**src/rtl/fxy_sweep.sv**
```systemverilog
// fxy_sweep: steps an N-input vector through all 2^N values and streams
// f/g truth-table outputs, counting and locating f/g disagreements.
module fxy_sweep #(
    parameter int N = 2
) (
    input  logic               clk,
    input  logic               rst_n,
    input  logic               start,
    input  logic [(1<<N)-1:0]  f_tab,
    input  logic [(1<<N)-1:0]  g_tab,
    output logic               busy,
    output logic [N-1:0]       vec,
    output logic               s1,
    output logic               s2,
    output logic               out_valid,
    input  logic               out_ready,
    output logic [N:0]         mism_cnt,
    output logic [N-1:0]       first_mism,
    output logic               done,
    output logic               equal
);

    localparam logic [1:0] S_IDLE = 2'd0;
    localparam logic [1:0] S_RUN  = 2'd1;
    localparam logic [1:0] S_DONE = 2'd2;

    logic [1:0]        state;
    logic [(1<<N)-1:0] f_lat;
    logic [(1<<N)-1:0] g_lat;
    logic              xfer;
    logic              last;

    // Function values follow the registered vector and the frozen tables
    always_comb begin
        s1        = f_lat[vec];
        s2        = g_lat[vec];
        busy      = (state == S_RUN);
        out_valid = (state == S_RUN);
        done      = (state == S_DONE);
        equal     = (state == S_DONE) && (mism_cnt == '0);
        xfer      = (state == S_RUN) && out_ready;
        last      = &vec;
    end

    // Sweep control: table capture, vector stepping, mismatch bookkeeping
    always_ff @(posedge clk) begin
        if (!rst_n) begin
            state      <= S_IDLE;
            f_lat      <= '0;
            g_lat      <= '0;
            vec        <= '0;
            mism_cnt   <= '0;
            first_mism <= '0;
        end else begin
            unique case (state)
                S_IDLE, S_DONE: begin
                    if (start) begin
                        state      <= S_RUN;
                        f_lat      <= f_tab;
                        g_lat      <= g_tab;
                        vec        <= '0;
                        mism_cnt   <= '0;
                        first_mism <= '0;
                    end
                end
                S_RUN: begin
                    if (xfer) begin
                        if (s1 != s2) begin
                            mism_cnt <= mism_cnt + 1'b1;
                            if (mism_cnt == '0) begin
                                first_mism <= vec;
                            end
                        end
                        if (last) begin
                            state <= S_DONE;
                        end else begin
                            vec <= vec + 1'b1;
                        end
                    end
                end
                default: state <= S_IDLE;
            endcase
        end
    end

endmodule
```
**config.mk**
```make
export PLATFORM = sky130hd
export DESIGN_NAME = fxy_sweep
export DESIGN_NICKNAME = d
export VERILOG_FILES = /design/src/rtl/fxy_sweep.sv
export SDC_FILE = /design/constraint.sdc
export NUM_CORES = 1
export LEC_CHECK = 0
export ABC_AREA = 0
export CAP_MARGIN = 20
export CORE_MARGIN = 10
export CORE_UTILIZATION = 45
export DETAILED_ROUTE_END_ITERATION = 8
export HOLD_SLACK_MARGIN = 0.05
export PLACE_DENSITY = 0.75
export RECOVER_POWER = 100
export SKIP_LAST_GASP = 1
export SYNTH_ARGS = -nofsm -noshare
export SYNTH_HDL_FRONTEND = slang
export SYNTH_SLANG_ARGS = --single-unit
export TNS_END_PERCENT = 5
```
**constraint.sdc**
```tcl
create_clock -name clk -period 2.7 [get_ports clk]
set_clock_uncertainty 0.05 [all_clocks]
set_input_delay 0.405 -clock clk [delete_from_list [all_inputs] [get_ports clk]]
set_output_delay 0.405 -clock clk [all_outputs]
set_load 0.03 [all_outputs]
```
==> flow_metrics.py <==
metrics = {
    "run_status": {
        "status": "complete, no violations",
    },
    "routing": {
        "ant_nets": 0,
        "post_drt_wl_per_cell_um": 14.02,
        "first_iter_violations": 15,
        "drt_first_pass_iters": 4,
        "vias_per_cell": 5.297,
        "drc": 0,
        "vias": 837,
        "wl_mm": 2.215,
    },
    "timing": {
        "finalWorstSetupSlack_ns": 0.1494,
        "fin_crit_sh_pct": 94.47,
        "post-route-min-period_ns": 2.551,
        "fmax_mhz": 392.1,
        "hold_viol": 0,
        "setup_viol": 0,
        "grt_setup_unrepaired": "no",
        "tns_ns": 0,
        "slew_viol_final": 0,
        "worst_pin_slew_ns": 0.5190,
        "relSlewSlack_pct": 65.40,
    },
    "worst_setup_path": {
        "r2r_end": "first_mism[0]$_SDFFE_PN0P_",
        "r2r_slack_ns": 0.88,
        "r2r_cells": 3,
        "critical_path_peak_fanout": 9,
        "cp_data_required_time_ns": 2.25,
        "path_class": "register to primary output",
        "cp.arrival_ns": 2.10,
        "endpoint_kind": "primary output",
        "worstSetupStartpointType": "register",
        "reg2reg_from": "vec[0]$_SDFFE_PN0P_",
    },
    "die": {
        "die-area_um2": 4276,
        "die_y_um": 65.39,
        "num_rows": 16,
        "start_util_pct": 47.26,
        "io_pins": 25,
        "core-area_um2": 1962,
        "fp.dieW_um": 65.39,
    },
    "clock_network": {
        "insertion_delay_ns": 0.29,
        "cts.sinks": 17,
        "root_buffer": "clkbuf_4",
        "htreeDepth": 1,
        "postCtsHoldBufs": 0,
        "cts_setup_buffers": 0,
        "cts_tree": "yes",
        "clockBufferDepth": 2,
        "cts_buffers": 3,
        "cts.reportedPaths.clkPinSlew_ns": 0.09,
        "ctsResizeCount": 0,
    },
    "global_routing": {
        "met1_usage_pct": 11.48,
        "grt_pass1_vias": 855,
        "grt_pass1_wl_mm": 3.836,
        "grt_overflow": 0,
        "grtUsageTotal_pct": 10.86,
        "grt_max_degree": 16,
        "met3_usage_pct": 5.254,
        "grtUsageMet2_pct": 18.17,
        "antenna_found_initial": 0,
        "grt-busiest-layer": "met2",
    },
    "finish": {
        "syn_to_final_growth_pct": 31.04,
        "n_antenna_cell": 0,
        "fillerInstances": 195,
        "layout_common_cells": "20 x nand2_1, 17 x dfxtp_1, 15 x dlygate4sd3_1",
        "layout_commonest_cell": "nand2_1",
        "drive_above_1_share_pct": 6.870,
        "finalNonFillerCells": 158,
        "nNetsFinal": 147,
        "fin_area_um2": 1215,
    },
    "power": {
        "power_uw": 515.4,
        "leakage_nw": 0.4932,
        "power.density_nw_per_um2": 424.2,
        "vdd_drop_max_mv": 0.2777,
    },
    "worst_hold_path": {
        "min_path_cells": 2,
        "hold_start": "first_mism[0]$_SDFFE_PN0P_",
        "hold_end": "first_mism[0]$_SDFFE_PN0P_",
        "min-delay-path-class": "register to register",
    },
    "synthesis": {
        "yosysWarnings": 0,
        "syn_nets": 122,
        "syn_area_um2": 927.1,
        "seq_area_frac_synth_pct": 36.71,
        "ys_seq_elements": 17,
        "synth_cells": 107,
        "syn_avg_cell_area_um2": 8.665,
        "synth_cell_type_count": 29,
    },
    "placement": {
        "dp.cells": 154,
        "place.gp.congestion": 0.8151,
        "portBuffers": 24,
        "hpwl_mm": 1.714,
        "post-place-ws_ns": 0.5077,
        "placed_cell_area_um2": 1189,
    },
    "job": {
        "cap_violations": 0,
    },
}
## kinds of logic after synthesis
kind of cell,after synthesis,share of synthesized area [%]
compound gates,22,14.04
simple gates,40,20.24
buf+inv,11,4.993
fa+ha+maj,3,4.049
flops,17,36.71
mux,6,12.42
xor+xnor,8,7.557
## where the power goes
part / switching (mW) / internal (mW) / total (mW)
sequential: 0.0147 / 0.261 / 0.275
combinational: 0.0547 / 0.0515 / 0.106
clock: 0.0765 / 0.0574 / 0.134
total: 0.146 / 0.370 / 0.515
## layout make-up
class / instances / area, um2 / share of cell area, %
tap: 27 / 33.78 / 2.781
sequential: 17 / 340.3 / 28.01
inverter: 5 / 18.77 / 1.545
timing repair buffer: 26 / 255.2 / 21.01
clock buffer: 4 / 26.28 / 2.163
multi-input combinational: 79 / 540.5 / 44.49
## layer usage
| metal | vias up | part of all wire [%] |
|---|---|---|
| li1 | 419 | - |
| met3 | 4 | 9.0 |
| met2 | 25 | 46 |
| met5 | - | 0 |
| met4 | 0 | 1.4 |
| met1 | 389 | 44 |
## critical path, stage by stage (launching register included)
cell and delay (ns):
dfxtp_1 0.56, mux4_2 0.54, dlygate4sd3_1 0.71
## flip-flops by register name, indices dropped and copies added (netlist names)
signal	count
first_mism	2
mism_cnt	3
g_lat	4
f_lat	4
vec	2
state	2
## worst max path at each step
stage / startpoint / endpoint / slack, ns / depth (start not counted)
floorplan: vec[0]$_SDFFE_PN0P_ / s2 / 0.77 / 2
global placement: vec[0]$_SDFFE_PN0P_ / s2 / 0.50 / 2
detailed placement: vec[0]$_SDFFE_PN0P_ / s2 / 0.51 / 2
CTS: vec[0]$_SDFFE_PN0P_ / s2 / 0.15 / 2
global route: vec[0]$_SDFFE_PN0P_ / s1 / 0.03 / 2
finish: vec[0]$_SDFFE_PN0P_ / s1 / 0.15 / 2
## stage by stage
step / hold WS (ns) / utilization, %
2_1_floorplan: 0.4302 / -
3_3_place_gp: 0.4248 / 60.59
3_5_place_dp: 0.4479 / 60.59
4_1_cts: 0.4618 / 61.93
5_1_grt: 0.4910 / 61.93
6_report: 0.4540 / 61.93
## Yosys cell counts
| library cell | n | area [um2] |
|---|---|---|
| mux4_2 | 3 | 67.56 |
| nand2_1 | 20 | 75.07 |
| buf_1 | 1 | 3.750 |
| a311o_1 | 1 | 10.01 |
| o211ai_1 | 4 | 30.03 |
| a31oi_1 | 1 | 6.260 |
| xnor2_1 | 4 | 35.03 |
| xor2_1 | 4 | 35.03 |
| nor2_1 | 4 | 15.01 |
| mux2i_1 | 1 | 10.01 |
| buf_4 | 1 | 7.510 |
| buf_2 | 1 | 5.000 |
| mux2_2 | 1 | 11.26 |
| ha_1 | 3 | 37.54 |
| nand3b_1 | 1 | 7.510 |
| nor2b_1 | 4 | 25.02 |
| dfxtp_1 | 17 | 340.3 |
| a21oi_1 | 14 | 70.07 |
| nor4_1 | 1 | 6.260 |
| inv_1 | 5 | 18.77 |
| and2_1 | 1 | 6.260 |
| nand4_1 | 2 | 12.51 |
| o21ai_0 | 1 | 5.000 |
| nand2b_1 | 2 | 12.51 |
| nand3_1 | 3 | 15.01 |
| mux4_1 | 1 | 26.28 |
| clkbuf_1 | 3 | 11.26 |
| or3_1 | 2 | 12.51 |
| a32oi_1 | 1 | 8.760 |
No activity file was read; power rests on OpenSTA's default activity.
==> RTL edit (same settings) <==
`N`: 2 -> 4. Comments in the files are not updated.
--- a/src/rtl/fxy_sweep.sv
+++ b/src/rtl/fxy_sweep.sv
@@ -2,5 +2,5 @@
 // f/g truth-table outputs, counting and locating f/g disagreements.
 module fxy_sweep #(
-    parameter int N = 2
+    parameter int N = 4
 ) (
     input  logic               clk,
Ports: changed (5 resized); port bits go from 25 to 55. No check against the original RTL was run, so the function may have changed too.
==> RTL edit against the unedited design <==
Power grew to 2.7 times the old value. Design area up 140%. Setup slack got worse by 0.052 ns. Non-clock buffer count is 35 higher. Synthesized area up 140%. Sequential cell count grew 30. Final cell count is 130% higher. Synthesized cell count grew 130%. Wire length rose by 130%. Critical path type unchanged. Largest power group unchanged.
==> RTL edit: results (changes against the unedited design) <==
| Metric | Value |
|---|---|
| Clock Path Buffers | `2 (unchanged)` |
| RD Place Congestion | `0.814 (-0.17%)` |
| Post-synthesis adder-cell area fraction | `1.70% (-2.3 points)` |
| DP Area | `0.00280 mm^2 (+140%)` |
| Largest net degree at the start of global routing | `33 (+17)` |
| Clock latency on the worst-skew pair | `0.29 ns (about the same)` |
| Static leakage | `0.00110 uW (+120%)` |
| 1st-pass router iterations | `4 (unchanged)` |
| Vias in the first global route | `1,835 (+110%)` |
| Root Driver | `clkbuf_8` |
| Diode count | `0 (unchanged)` |
| R2R depth | `7 (+4)` |
| Largest registers | `f_lat: 16 flops, g_lat: 16 flops, mism_cnt: 5 flops` |
| Synth Instances | `248 (+130%)` |
| Power Internal | `1040 uW (+180%)` |
| WL/cell | `14.0 um (about the same)` |
| Synth Area in XOR/XNOR | `1.65% (-5.9 points)` |
| Synth Area in Compound Gates | `15.9% (+1.9 points)` |
| CP max-delay cell | `clkdlybuf4s50_1` |
| Worst slew pin tran | `0.720 ns (+0.201 ns)` |
| GR Util All Layers | `12.7% (+1.9 points)` |
| Worst path max stage delay | `0.67 ns (-0.04 ns)` |
| Fillers | `416 (+110%)` |
| Cts bufs inserted | `5 (+2)` |
| Non-Filler Instances | `366 (+130%)` |
| Routing usage on met2 | `21.2% (+3.1 points)` |
| Seq pwr | `744 uW (+170%)` |
| Placed wire-length estimate | `3.92 mm (+130%)` |
| Initial DRC Count | `129 (+114)` |
| Top cells by area, synth | `dfxtp_1 (43%), nand2_1 (13%), mux4_1 (7.2%)` |
| Syn nets | `287 (+140%)` |
| Crit path max-delay family | `buffers and inverters` |
| Critical path data arrival time | `2.15 ns (+0.05 ns)` |
| Initial antenna violation count | `0 (unchanged)` |
| Min-Delay Path Class | `reg -> reg` |
| Final nets | `337 (+130%)` |
| Dpl cells | `358 (+130%)` |
| Flop pwr share | `53.0% (-0.4 points)` |
| Gate power share | `15.4% (-5.2 points)` |
| Post-synthesis sequential area ratio | `42.7% (+6.0 points)` |
| Global-route wire length before repair | `8.71 mm (+130%)` |
| Worst vdd ir | `307 uV (+11%)` |
| Status | `complete, no violations` |
| Ys flop type | `dfxtp_1` |
| Vias per cell | `5.14 (-3.0%)` |
| IO buf count | `54 (+130%)` |
| Post-CTS Repair Setup Buffers | `0 (unchanged)` |
| CP max FO | `5 (-4)` |
| Share of layout cells above drive strength 1 | `7.36% (+0.49 points)` |
| Ys async rst share | `0% (unchanged)` |
| Top post-synthesis cells by count | `nand2_1 (74), dfxtp_1 (47), a21oi_1 (20), a21boi_0 (17), clkbuf_1 (13)` |
| Synth unique cells | `35 (+21%)` |
| GRT met3 Usage | `2.99% (-2.3 points)` |
| Reg clk slew, reported paths | `0.09 ns (about the same)` |
| Worst Hold Depth | `2 (unchanged)` |
| Multiplexer area fraction after synthesis | `10.1% (-2.3 points)` |
| Synth Warn # | `0 (unchanged)` |
| H-tree Lvls | `2 (+1)` |
| GRT met1 Usage | `15.1% (+3.6 points)` |
## RTL edit: final timing paths
| path | slack [ns] | to | start |
|---|---|---|---|
| worst max-delay path | 0.1 | equal | mism_cnt[0]$_SDFFE_PN0P_ |
| worst min-delay path | 0.41 | f_lat[3]$_SDFFE_PN0P_ | f_lat[3]$_SDFFE_PN0P_ |
| worst min register to register | 0.41 | f_lat[3]$_SDFFE_PN0P_ | f_lat[3]$_SDFFE_PN0P_ |
| worst max register to register | 0.28 | first_mism[2]$_SDFFE_PN0P_ | vec[0]$_SDFFE_PN0P_ |
## RTL edit: metrics by stage
| stage | setup slack (ns) | utilization [%] |
|---|---|---|
| 2_1_floorplan | 0.0248 | - |
| 3_3_place_gp | 0.146 | 59.2 |
| 3_5_place_dp | 0.113 | 59.2 |
| 4_1_cts | -0.189 | 61.2 |
| 5_1_grt | -0.0831 | 61.0 |
| 6_report | 0.0969 | 61.0 |
## RTL edit: logic make-up after synthesis
group                    after synthesis
AO/OA/AOI/OAI                         50
XOR/XNOR                               2
multiplexers                          10
flip-flops                            47
adder cells (fa/ha/maj)                3
AND/OR/NAND/NOR                      112
buffers and inverters                 24
## RTL edit: layout make-up
class                           count  area [um^2]  area share [%]
Clock buffer                        7         86.3            2.99
Clock inverter                      1         8.76           0.304
Inverter                            6         22.5           0.781
Multi-Input combinational cell    177         1160            40.1
Sequential cell                    47          942            32.7
Tap cell                           67         83.8            2.91
Timing Repair Buffer               61          583            20.2
## RTL edit: metal layers
metal / vias to the layer above / share of wire [%]
met5: - / 0
met4: 0 / 1.3
met3: 4 / 4.6
met2: 55 / 49
met1: 865 / 45
li1: 957 / -
## RTL edit: what timing repair did
action / CTS / global route
pin swaps: 0 / 0
gates resized for setup: 1 / 2
hold buffers: 0 / 0
endpoints found under the setup margin: 2 / 3
